### src/rtl/morse_pkg.sv
// Shared definitions for the Morse keying controller: state encoding,
// element/gap lengths in Morse units and the symbol encoding.
package morse_pkg;

   typedef enum logic [2:0] {
      ST_IDLE  = 3'd0,
      ST_FETCH = 3'd1,
      ST_MARK  = 3'd2,
      ST_IGAP  = 3'd3,
      ST_CGAP  = 3'd4,
      ST_WGAP  = 3'd5
   } state_t;

   localparam logic [2:0] DOT_UNITS        = 3'd1;
   localparam logic [2:0] DASH_UNITS       = 3'd3;
   localparam logic [2:0] IGAP_UNITS       = 3'd1;
   localparam logic [2:0] CGAP_UNITS       = 3'd3;
   localparam logic [2:0] WGAP_EXTRA_UNITS = 3'd4;

   localparam logic SYM_DASH = 1'b1;

   // Length of the current state in units; states without a timed length return 1.
   function automatic logic [2:0] units_for(input state_t st, input logic dash);
      logic [2:0] n;
      n = 3'd1;
      case (st)
         ST_MARK: n = dash ? DASH_UNITS : DOT_UNITS;
         ST_IGAP: n = IGAP_UNITS;
         ST_CGAP: n = CGAP_UNITS;
         ST_WGAP: n = WGAP_EXTRA_UNITS;
         default: n = 3'd1;
      endcase
      return n;
   endfunction

endpackage

### src/rtl/morse_unit_timer.sv
// Two-level timer: a prescaler dividing the clock into Morse units and a
// unit counter; last_cycle flags the final clock cycle of an N-unit interval.
module morse_unit_timer #(
   parameter int UNIT_CYCLES = 4
) (
   input  logic       clock,
   input  logic       reset,
   input  logic       clear,
   input  logic [2:0] units,
   output logic       last_cycle
);

   localparam int PRE_W = (UNIT_CYCLES > 1) ? $clog2(UNIT_CYCLES) : 1;
   localparam logic [PRE_W-1:0] PRE_MAX = PRE_W'(UNIT_CYCLES - 1);

   logic [PRE_W-1:0] pre_q, pre_d;
   logic [2:0]       unit_q, unit_d;
   logic             pre_wrap, unit_wrap;

   always_comb begin
      pre_wrap   = (pre_q == PRE_MAX);
      unit_wrap  = (unit_q == (units - 3'd1));
      last_cycle = pre_wrap & unit_wrap;
      pre_d      = pre_wrap ? '0 : pre_q + PRE_W'(1);
      unit_d     = unit_q;
      if (pre_wrap) begin
         unit_d = unit_wrap ? 3'd0 : unit_q + 3'd1;
      end
      if (clear) begin
         pre_d  = '0;
         unit_d = 3'd0;
      end
   end

   always_ff @(posedge clock or negedge reset) begin
      if (!reset) begin
         pre_q  <= '0;
         unit_q <= 3'd0;
      end else begin
         pre_q  <= pre_d;
         unit_q <= unit_d;
      end
   end

endmodule

### src/rtl/morse_keyer.sv
// Morse keying controller: takes one character per handshake from code_reg,
// walks its symbols and drives a registered, glitch-free key line.
//
//   state | meaning
//   IDLE  | ready for a character; char_load on handshake
//   FETCH | code_reg loaded; pick space or first element
//   MARK  | key high for 1 (dot) or 3 (dash) units; shift on last cycle
//   IGAP  | key low 1 unit between elements of one character
//   CGAP  | key low 3 units after the last element
//   WGAP  | key low 4 units for a space (7 with the preceding CGAP)
module morse_keyer
   import morse_pkg::*;
#(
   parameter int UNIT_CYCLES = 4
) (
   input  logic       clock,
   input  logic       reset,
   input  logic       char_valid,
   output logic       char_ready,
   output logic       char_load,
   output logic       shft_cnt,
   input  logic [3:0] cntr_data,
   input  logic       shft_data,
   input  logic       abort,
   output logic       key_out,
   output logic       busy
);

   state_t     state_q, state_d;
   logic       dash_q, dash_d;
   logic       key_out_q, key_out_d;
   logic       busy_q, busy_d;
   logic       char_ready_q, char_ready_d;
   logic       timer_clear;
   logic [2:0] timer_units;
   logic       last_cycle;

   morse_unit_timer #(
      .UNIT_CYCLES(UNIT_CYCLES)
   ) u_timer (
      .clock      (clock),
      .reset      (reset),
      .clear      (timer_clear),
      .units      (timer_units),
      .last_cycle (last_cycle)
   );

   always_comb begin
      state_d     = state_q;
      dash_d      = dash_q;
      timer_units = units_for(state_q, dash_q);
      case (state_q)
         ST_IDLE: begin
            if (char_valid && char_ready_q) state_d = ST_FETCH;
         end
         ST_FETCH: begin
            if (cntr_data == 4'd0) begin
               state_d = ST_WGAP;
            end else begin
               dash_d  = (shft_data == SYM_DASH);
               state_d = ST_MARK;
            end
         end
         ST_MARK: begin
            if (last_cycle) state_d = (cntr_data == 4'd1) ? ST_CGAP : ST_IGAP;
         end
         ST_IGAP: begin
            if (last_cycle) begin
               dash_d  = (shft_data == SYM_DASH);
               state_d = ST_MARK;
            end
         end
         ST_CGAP, ST_WGAP: begin
            if (last_cycle) state_d = ST_IDLE;
         end
         default: state_d = ST_IDLE;
      endcase
      if (abort && (state_q != ST_IDLE)) state_d = ST_IDLE;

      // Timer only runs inside timed states and restarts on every transition.
      timer_clear  = (state_d != state_q) || (state_q == ST_IDLE) || (state_q == ST_FETCH);
      key_out_d    = (state_d == ST_MARK);
      busy_d       = (state_d != ST_IDLE);
      char_ready_d = (state_d == ST_IDLE);

      char_load = char_valid & char_ready_q & (state_q == ST_IDLE);
      shft_cnt  = (state_q == ST_MARK) & last_cycle & ~abort;
   end

   always_ff @(posedge clock or negedge reset) begin
      if (!reset) begin
         state_q      <= ST_IDLE;
         dash_q       <= 1'b0;
         key_out_q    <= 1'b0;
         busy_q       <= 1'b0;
         char_ready_q <= 1'b0;
      end else begin
         state_q      <= state_d;
         dash_q       <= dash_d;
         key_out_q    <= key_out_d;
         busy_q       <= busy_d;
         char_ready_q <= char_ready_d;
      end
   end

   assign key_out    = key_out_q;
   assign busy       = busy_q;
   assign char_ready = char_ready_q;

endmodule

### config.mk
export PLATFORM = sky130hd
export DESIGN_NAME = morse_keyer
export DESIGN_NICKNAME = d
export VERILOG_FILES = /design/src/rtl/morse_pkg.sv /design/src/rtl/morse_unit_timer.sv /design/src/rtl/morse_keyer.sv
export SDC_FILE = /design/constraint.sdc
export NUM_CORES = 1
export LEC_CHECK = 0
export BUFFER_PORTS_ARGS = -buffer_cell sky130_fd_sc_hd__buf_2
export CORE_AREA = 4 4 60 62
export CTS_CLUSTER_SIZE = 12
export DETAILED_ROUTE_END_ITERATION = 8
export DIE_AREA = 0 0 64 66
export PLACE_DENSITY = 0.44
export SYNTH_ARGS = -nofsm -noshare
export SYNTH_HDL_FRONTEND = slang
export SYNTH_SLANG_ARGS = --single-unit
### constraint.sdc
create_clock -name clock -period 6.1 [get_ports clock]
set_clock_uncertainty 0.15 [all_clocks]
set_input_delay 0 -clock clock [delete_from_list [all_inputs] [get_ports clock]]
set_output_delay 0 -clock clock [all_outputs]
set_load 0.01 [all_outputs]
==> impl_metrics.csv, run 1 <==
group,metric,value,unit
yosys,yosysSeqAreaShare,33.9,%
yosys,synth_flop_cell,"dfrtp_1",
clocking,clkSinkCount,12,
routing,post-route-drc-count,0,
floorplanning,ios,14,
routing,detail-route-antenna-nets,0,
finish,diodes,0,
finish,post-route-util,34.4,%
power,p_int,0.000193,W
clocking,h-tree-depth,1,
sta,tightestPinTransition,595,ps
sta,fin_crit,3030,ps
sta,period_share,49.7,%
sta,hold_viol_final,0,
sta,setup_tns,0,ps
yosys,synth_nets,113,
global_routing,antenna_found_initial,0,
clocking,ctsHoldBuffers,3,
min_path,min_path_type,"in2reg",
global_routing,grt_pass1_wl,3800,um
sta,rsz0062_at_grt,"false",
place,globalplace.congestion,0.830,
floorplanning,start_util,29.2,%
yosys,synth_edf_count,0,
finish,area_delta_synth_final,17.8,%
critical_path,start_kind,"flop",
floorplanning,die_height,66,um
routing,drtPass1Iterations,4,
critical_path,end_kind,"output pin",
power,p_clk_share,20.1,%
clocking,cts_tree,"yes",
floorplanning,dieArea,4220,um^2
finish,drive_above_1_share,22.4,%
sta,slew_viol_final,0,
yosys,netlist.area_leader.share,33.9,%
routing,drt_iter0_drc,23,
clocking,cts.clk_slew.worst_paths,80,ps
yosys,ys_types,42,
place,port-buffer-count,13,
power,cellPowerDensity,302,nW/um^2
clocking,cts_inserted_buffers,3,
global_routing,grt_max_degree,16,
yosys,yosys_warnings,0,
sta,slew_headroom,60.2,%
clocking,cts_setup_buffers,0,
min_path,hold_depth,3,
clocking,clk_latency,270,ps
floorplanning,fp.coreArea,3030,um^2
power,comb_power_share,40.7,%
power,swShare,38.7,%
power,p_leak,0.446,nW
yosys,syn-cell-area,885,um^2
yosys,ys_ff_latch,12,
clocking,ctsResizeCount,0,
clocking,cts_buffer_depth,2,
run_status,outcome,"complete, no violations",
yosys,synth_cells,101,
critical_path,ff2ff_setup_slack,3080,ps
flow_run,drv_cap,0,
place,hpwl,1630,um
finish,final_nets,129,
clocking,cts-root-buf,"clkbuf_4",
power,netSwitchingPower,0.000122,W
yosys,synth_area_leader_cell,"dfrtp_1",
yosys,synth_area_leaders,"dfrtp_1 (34%), ha_1 (4.2%), a21oi_1 (3.4%)",
routing,route.vias.total,781,
routing,wl_per_cell,13.4,um
critical_path,critical_path_arrival,2880,ps
global_routing,grt_pass1_vias,780,
routing,totalWireLength,2150,um
sta,fmax,330,MHz
power,ir_drop,0.000127,V
critical_path,crit_required,5950,ps
critical_path,r2r_cells,9,
floorplanning,die_w,64,um
global_routing,grt-ovfl-total,0,
sta,setup_viol_count_final,0,
power,power_frac_seq,39.2,%
yosys,avgSynthCellArea,8.76,um^2
critical_path,path_max_fanout,12,
yosys,synthArstFlopShare,100,%
critical_path,critPathKind,"reg2out",
routing,via_per_inst,4.88,
floorplanning,fp-row-count,20,
global_routing,grtUsageTotal,11.4,%
path summary, 6_finish.rpt:
| kind | from | end |
|---|---|---|
| max reg2reg | state_q[1]$_DFF_PN0_ | u_timer.pre_q[1]$_DFF_PN0_ |
| min reg2reg | u_timer.pre_q[0]$_DFF_PN0_ | u_timer.pre_q[0]$_DFF_PN0_ |
| min | abort | state_q[1]$_DFF_PN0_ |
| max in group asynchronous | reset | u_timer.unit_q[2]$_DFFE_PN0P_ |
| min in group asynchronous | reset | u_timer.pre_q[1]$_DFF_PN0_ |
| max | state_q[1]$_DFF_PN0_ | shft_cnt |
cell usage in the layout, fill, tap and decap left out, types with 4 or more instances in the layout:
cell      netlist  routed
a21oi_1         6       6
nand2_1         8       8
buf_2           2      13
nand2b_1        4       4
nor3_1          6       6
dfrtp_1        12      12
nor2_1          8       8
worst max-delay path, cell delays in order (launching register included):
cell and delay, ps:
dfrtp_1 530, nor2b_1 250, nand2_1 80, a21o_1 180, ha_1 280, xor2_1 340
and2_1 290, o21ai_1 210, nor4_1 270, buf_2 180
cells by family (layout without fill, tap and decap cells):
family          after synthesis  after routing  synth area share (%)
compound gates               23             23                  19.1
xor+xnor                      4              4                  4.81
fa+ha+maj                     3              3                  4.24
buf+inv                       8             23                  4.53
flops                        12             12                  33.9
mux                           2              2                  2.40
simple gates                 49             49                  31.0
Yosys cell counts, drive strengths merged, types with 2 or more instances:
cell type and count:
a311oi 2, nor2 9, buf 3, nand2b 4, nor3 6, xnor2 2
nand3b 2, nand4 2, nand3 2, ha 3, inv 3, and2 2
or2 3, nand2 8, o21ai 3, o211ai 3, a21o 3, xor2 2
nor4 2, clkbuf 2, nor2b 3, a211oi 2, dfrtp 12, a21oi 6
sequential cells by signal, summed over array words and instances (netlist names):
name / count
busy: 1
char_ready: 1
dash_q: 1
key_out: 1
state_q: 3
u_timer.pre_q: 2
u_timer.unit_q: 3
stage by stage:
stage	setup WS [ps]	area [um^2]	hold slack, ps	power (W)	std cells
2_1_floorplan	3520	885	-446	0.000215	101
3_5_place_dp	3160	976	-245	0.000250	153
6_report	3070	1040	18.7	0.000314	160
4_1_cts	3070	1040	5.00	0.000318	160
3_3_place_gp	3060	976	-249	0.000253	153
5_1_grt	2820	1040	32.4	0.000341	160
routing by layer:
layer	up-vias	track usage, %	wire length [um]
li1	395	-	-
met1	357	15.4	1030
met2	27	17.5	972
met3	2	3.40	121
met4	0	3.23	29
met5	-	0	0
final cells by class:
cell class / count / area [um^2]
Multi-Input combinational cell: 81 / 544
Sequential cell: 12 / 300
Timing Repair Buffer: 16 / 95.1
Clock buffer: 4 / 36.3
Inverter: 3 / 11.3
Tap cell: 44 / 55.1
Fill cell: 324 / 1990
power by group through the flow:
| stage | Sequential [W] | Clock (W) | Combinational (W) |
|---|---|---|---|
| after floorplan | 0.000114 | 0 | 0.000101 |
| after global placement | 0.000125 | 0 | 0.000128 |
| after detailed placement | 0.000124 | 0 | 0.000125 |
| after CTS | 0.000122 | 0.0000672 | 0.000128 |
| after global routing | 0.000128 | 0.0000724 | 0.000141 |
| final | 0.000123 | 0.0000633 | 0.000128 |
No activity file was read; power rests on OpenSTA's default activity.
==> inputs of run 2 (changes only) <==
--- a/config.mk
+++ b/config.mk
@@ -5,12 +5,13 @@
 export SDC_FILE = /design/constraint.sdc
 export NUM_CORES = 1
 export LEC_CHECK = 0
+export ABC_AREA = 1
 export BUFFER_PORTS_ARGS = -buffer_cell sky130_fd_sc_hd__buf_2
-export CORE_AREA = 4 4 60 62
+export CORE_AREA = 4 4 59 61
 export CTS_CLUSTER_SIZE = 12
 export DETAILED_ROUTE_END_ITERATION = 8
-export DIE_AREA = 0 0 64 66
-export PLACE_DENSITY = 0.44
+export DIE_AREA = 0 0 63 65
+export PLACE_DENSITY = 0.46
 export SYNTH_ARGS = -nofsm -noshare
 export SYNTH_HDL_FRONTEND = slang
 export SYNTH_SLANG_ARGS = --single-unit
==> constraint.sdc (replaced) <==
create_clock -name clock -period 2.7 [get_ports clock]
set_clock_uncertainty 0.15 [all_clocks]
set_input_delay 0 -clock clock [delete_from_list [all_inputs] [get_ports clock]]
set_output_delay 0 -clock clock [all_outputs]
set_load 0.01 [all_outputs]
==> run 2 against run 1 <==
Synthesized area fell by 2.5%. Clock-buffer cell count is the same. Sequential share of layout area down 1.6 points. Flip-flop and latch count stayed put. Utilization rose by 2.8 points. Via count decreased by 1.7%.
==> impl_metrics.csv, run 2 <==
group,metric,value,unit
critical_path,r2r_cells,15,
flow_run,drv_cap,0,
power,p_leak,0.579,nW
sta,hold_viol_final,0,
routing,drtPass1Iterations,4,
finish,post-route-cell-area,1110,um^2
place,globalplace.congestion,0.814,
finish,diodes,0,
global_routing,grt_pass1_wl,3630,um
critical_path,critPathKind,"reg2reg",
floorplanning,start_util,28.9,%
finish,fillers,318,
yosys,netlist.area_leader.share,34.8,%
yosys,synth_edf_count,0,
clocking,cts_inserted_buffers,3,
critical_path,ff2ff_setup_slack,210,ps
min_path,min_from,"abort",
yosys,yosys_warnings,0,
yosys,syn-cell-area,862,um^2
floorplanning,dieArea,4100,um^2
critical_path,reg2reg_from,"state_q[2]$_DFF_PN0_",
finish,area_delta_synth_final,28.7,%
yosys,ys_ff_latch,12,
clocking,cts-root-buf,"clkbuf_4",
floorplanning,die_w,63,um
sta,timing.final.ws_setup,214,ps
yosys,synth_nets,124,
finish,final_cell_mix,"inv_1 (19), nand2_2 (17), buf_2 (13)",
yosys,synth_area_leaders,"dfrtp_1 (35%), nand2_2 (9.4%), inv_1 (8.3%)",
sta,fin_crit,2490,ps
routing,post-route-drc-count,0,
global_routing,grt_max_degree,13,
routing,via_per_inst,4.52,
yosys,ys_types,23,
routing,wl_per_cell,11.5,um
yosys,synth_area_leader_cell,"dfrtp_1",
clocking,cts_buffer_depth,2,
floorplanning,fp-row-count,20,
yosys,yosysSeqAreaShare,34.8,%
global_routing,grt_pass1_vias,812,
yosys,synthTopCellsByCount,"inv_1 (19), nand2_1 (16), nand2_2 (13), dfrtp_1 (12), nand3_1 (10)",
finish,final_common_cell,"inv_1",
place,placedCellCount,161,
global_routing,grt-ovfl-total,0,
sta,setup_tns,0,ps
floorplanning,die_height,65,um
yosys,synth_cells,112,
finish,fin_cells,170,
critical_path,start_kind,"flop",
yosys,avgSynthCellArea,7.70,um^2
clocking,clkSinkCount,12,
yosys,synthArstFlopShare,100,%
floorplanning,ios,14,
place,hpwl,1510,um
routing,route.vias.total,768,
finish,drive_above_1_share,44.5,%
floorplanning,fp.coreArea,2980,um^2
routing,drt_iter0_drc,27,
min_path,min_path_type,"in2reg",
clocking,cts_tree,"yes",
sta,slew_viol_final,0,
power,ir_drop,0.000373,V
yosys,synth_flop_cell,"dfrtp_1",
sta,slew_headroom,60.5,%
critical_path,critical_path_arrival,2540,ps
yosys,yosysMostFrequentCell,"inv_1",
critical_path,crit_required,2750,ps
sta,period_share,92.1,%
sta,fmax,402,MHz
sta,hold_slack,35.2,ps
min_path,hold_end,"state_q[2]$_DFF_PN0_",
clocking,clk_latency,280,ps
finish,reg_top3,"state_q (3), u_timer.unit_q (3), u_timer.pre_q (2)",
routing,totalWireLength,1950,um
routing,detail-route-antenna-nets,0,
min_path,hold_depth,4,
place,port-buffer-count,13,
global_routing,antenna_found_initial,0,
global_routing,grtUsageTotal,11.3,%
sta,tightestPinTransition,591,ps
critical_path,end_kind,"flop",
run_status,outcome,"complete, no violations",
sta,setup_viol_count_final,0,
critical_path,path_max_fanout,5,
clocking,cts.clk_slew.worst_paths,90,ps
place,pre_cts_slack,281,ps
finish,final_nets,150,
clocking,h-tree-depth,1,
power,cellPowerDensity,809,nW/um^2
place,dpl_cell_area,993,um^2
critical_path,r2r_end,"u_timer.pre_q[0]$_DFF_PN0_",
run 2: cell count changes after synthesis, sizes merged, moves of 4 or more:
cell    before  now
inv          3   21
nand2b       4    0
nor3         6    2
nor2         9   15
nand3        2   14
nand2        8   30
run 2: final cells by class:
type                       count  area (um^2)  share of cell area (%)
inverter                      21         78.8                    7.10
tap                           33         41.3                    3.72
multi-input combinational     78          512                    46.1
sequential                    12          302                    27.2
timing repair buffer          22          140                    12.6
clock buffer                   4         36.3                    3.27
run 2: worst max-delay path by stage:
stage / end / startpoint / slack, ps / depth (start not counted)
6_report: u_timer.pre_q[0]$_DFF_PN0_ / state_q[2]$_DFF_PN0_ / 210 / 15
5_1_grt: u_timer.unit_q[0]$_DFFE_PN0P_ / state_q[2]$_DFF_PN0_ / -20 / 20
4_1_cts: shft_cnt / state_q[2]$_DFF_PN0_ / 210 / 13
3_5_place_dp: u_timer.unit_q[2]$_DFFE_PN0P_ / state_q[2]$_DFF_PN0_ / 280 / 19
3_3_place_gp: u_timer.pre_q[0]$_DFF_PN0_ / state_q[2]$_DFF_PN0_ / 310 / 19
2_1_floorplan: u_timer.unit_q[2]$_DFFE_PN0P_ / state_q[2]$_DFF_PN0_ / 350 / 18
run 2: where the power goes:
group | switching (W) | internal, W
Sequential | 0.0000390 | 0.000233
Clock | 0.0000656 | 0.0000819
Combinational | 0.000289 | 0.000190
run 2: repair_timing:
item / CTS / global route
hold buffers: 3 / 0
hold endpoints to repair: 13 / 0
setup endpoints to repair: 0 / 6
gates resized for setup: 0 / 9
buffers inserted: 0 / 2
run 2: through the flow:
| step | util, % | power, W |
|---|---|---|
| 2_1_floorplan | - | 0.000596 |
| 3_3_place_gp | 33.4 | 0.000716 |
| 3_5_place_dp | 33.4 | 0.000714 |
| 4_1_cts | 35.6 | 0.000874 |
| 5_1_grt | 37.3 | 0.000995 |
| 6_report | 37.3 | 0.000898 |
run 2: kinds of logic (layout without fill, tap and decap cells):
group	after synthesis	in the layout	synth area share, %
flip-flops	12	12	34.8
adder cells (fa/ha/maj)	3	3	4.35
AO/OA/AOI/OAI	7	7	4.93
XOR/XNOR	2	2	2.03
buffers and inverters	22	47	9.72
AND/OR/NAND/NOR	65	65	42.8
multiplexers	1	1	1.31
run 2: worst max-delay path: stages (launching register included):
cell	delay, ps
dfrtp_1	390
buf_4	160
nand2_2	90
nor2_1	40
a21oi_1	160
ha_2	310
xnor2_1	140
a21oi_2	160
nand3_4	130
a21oi_1	200
nand2_2	100
nand2_2	90
nand2_2	50
nand2_2	70
nand2_4	80
nor2_2	80
run 2: metal layers:
metal  global-route usage [%]  vias to the layer above  share of wire [%]
met3                     3.47                        6                4.2
met5                        0                        -                  0
met4                     3.31                        0                2.4
met2                     17.1                       13                 43
li1                         -                      399                  -
met1                     15.3                      350                 50
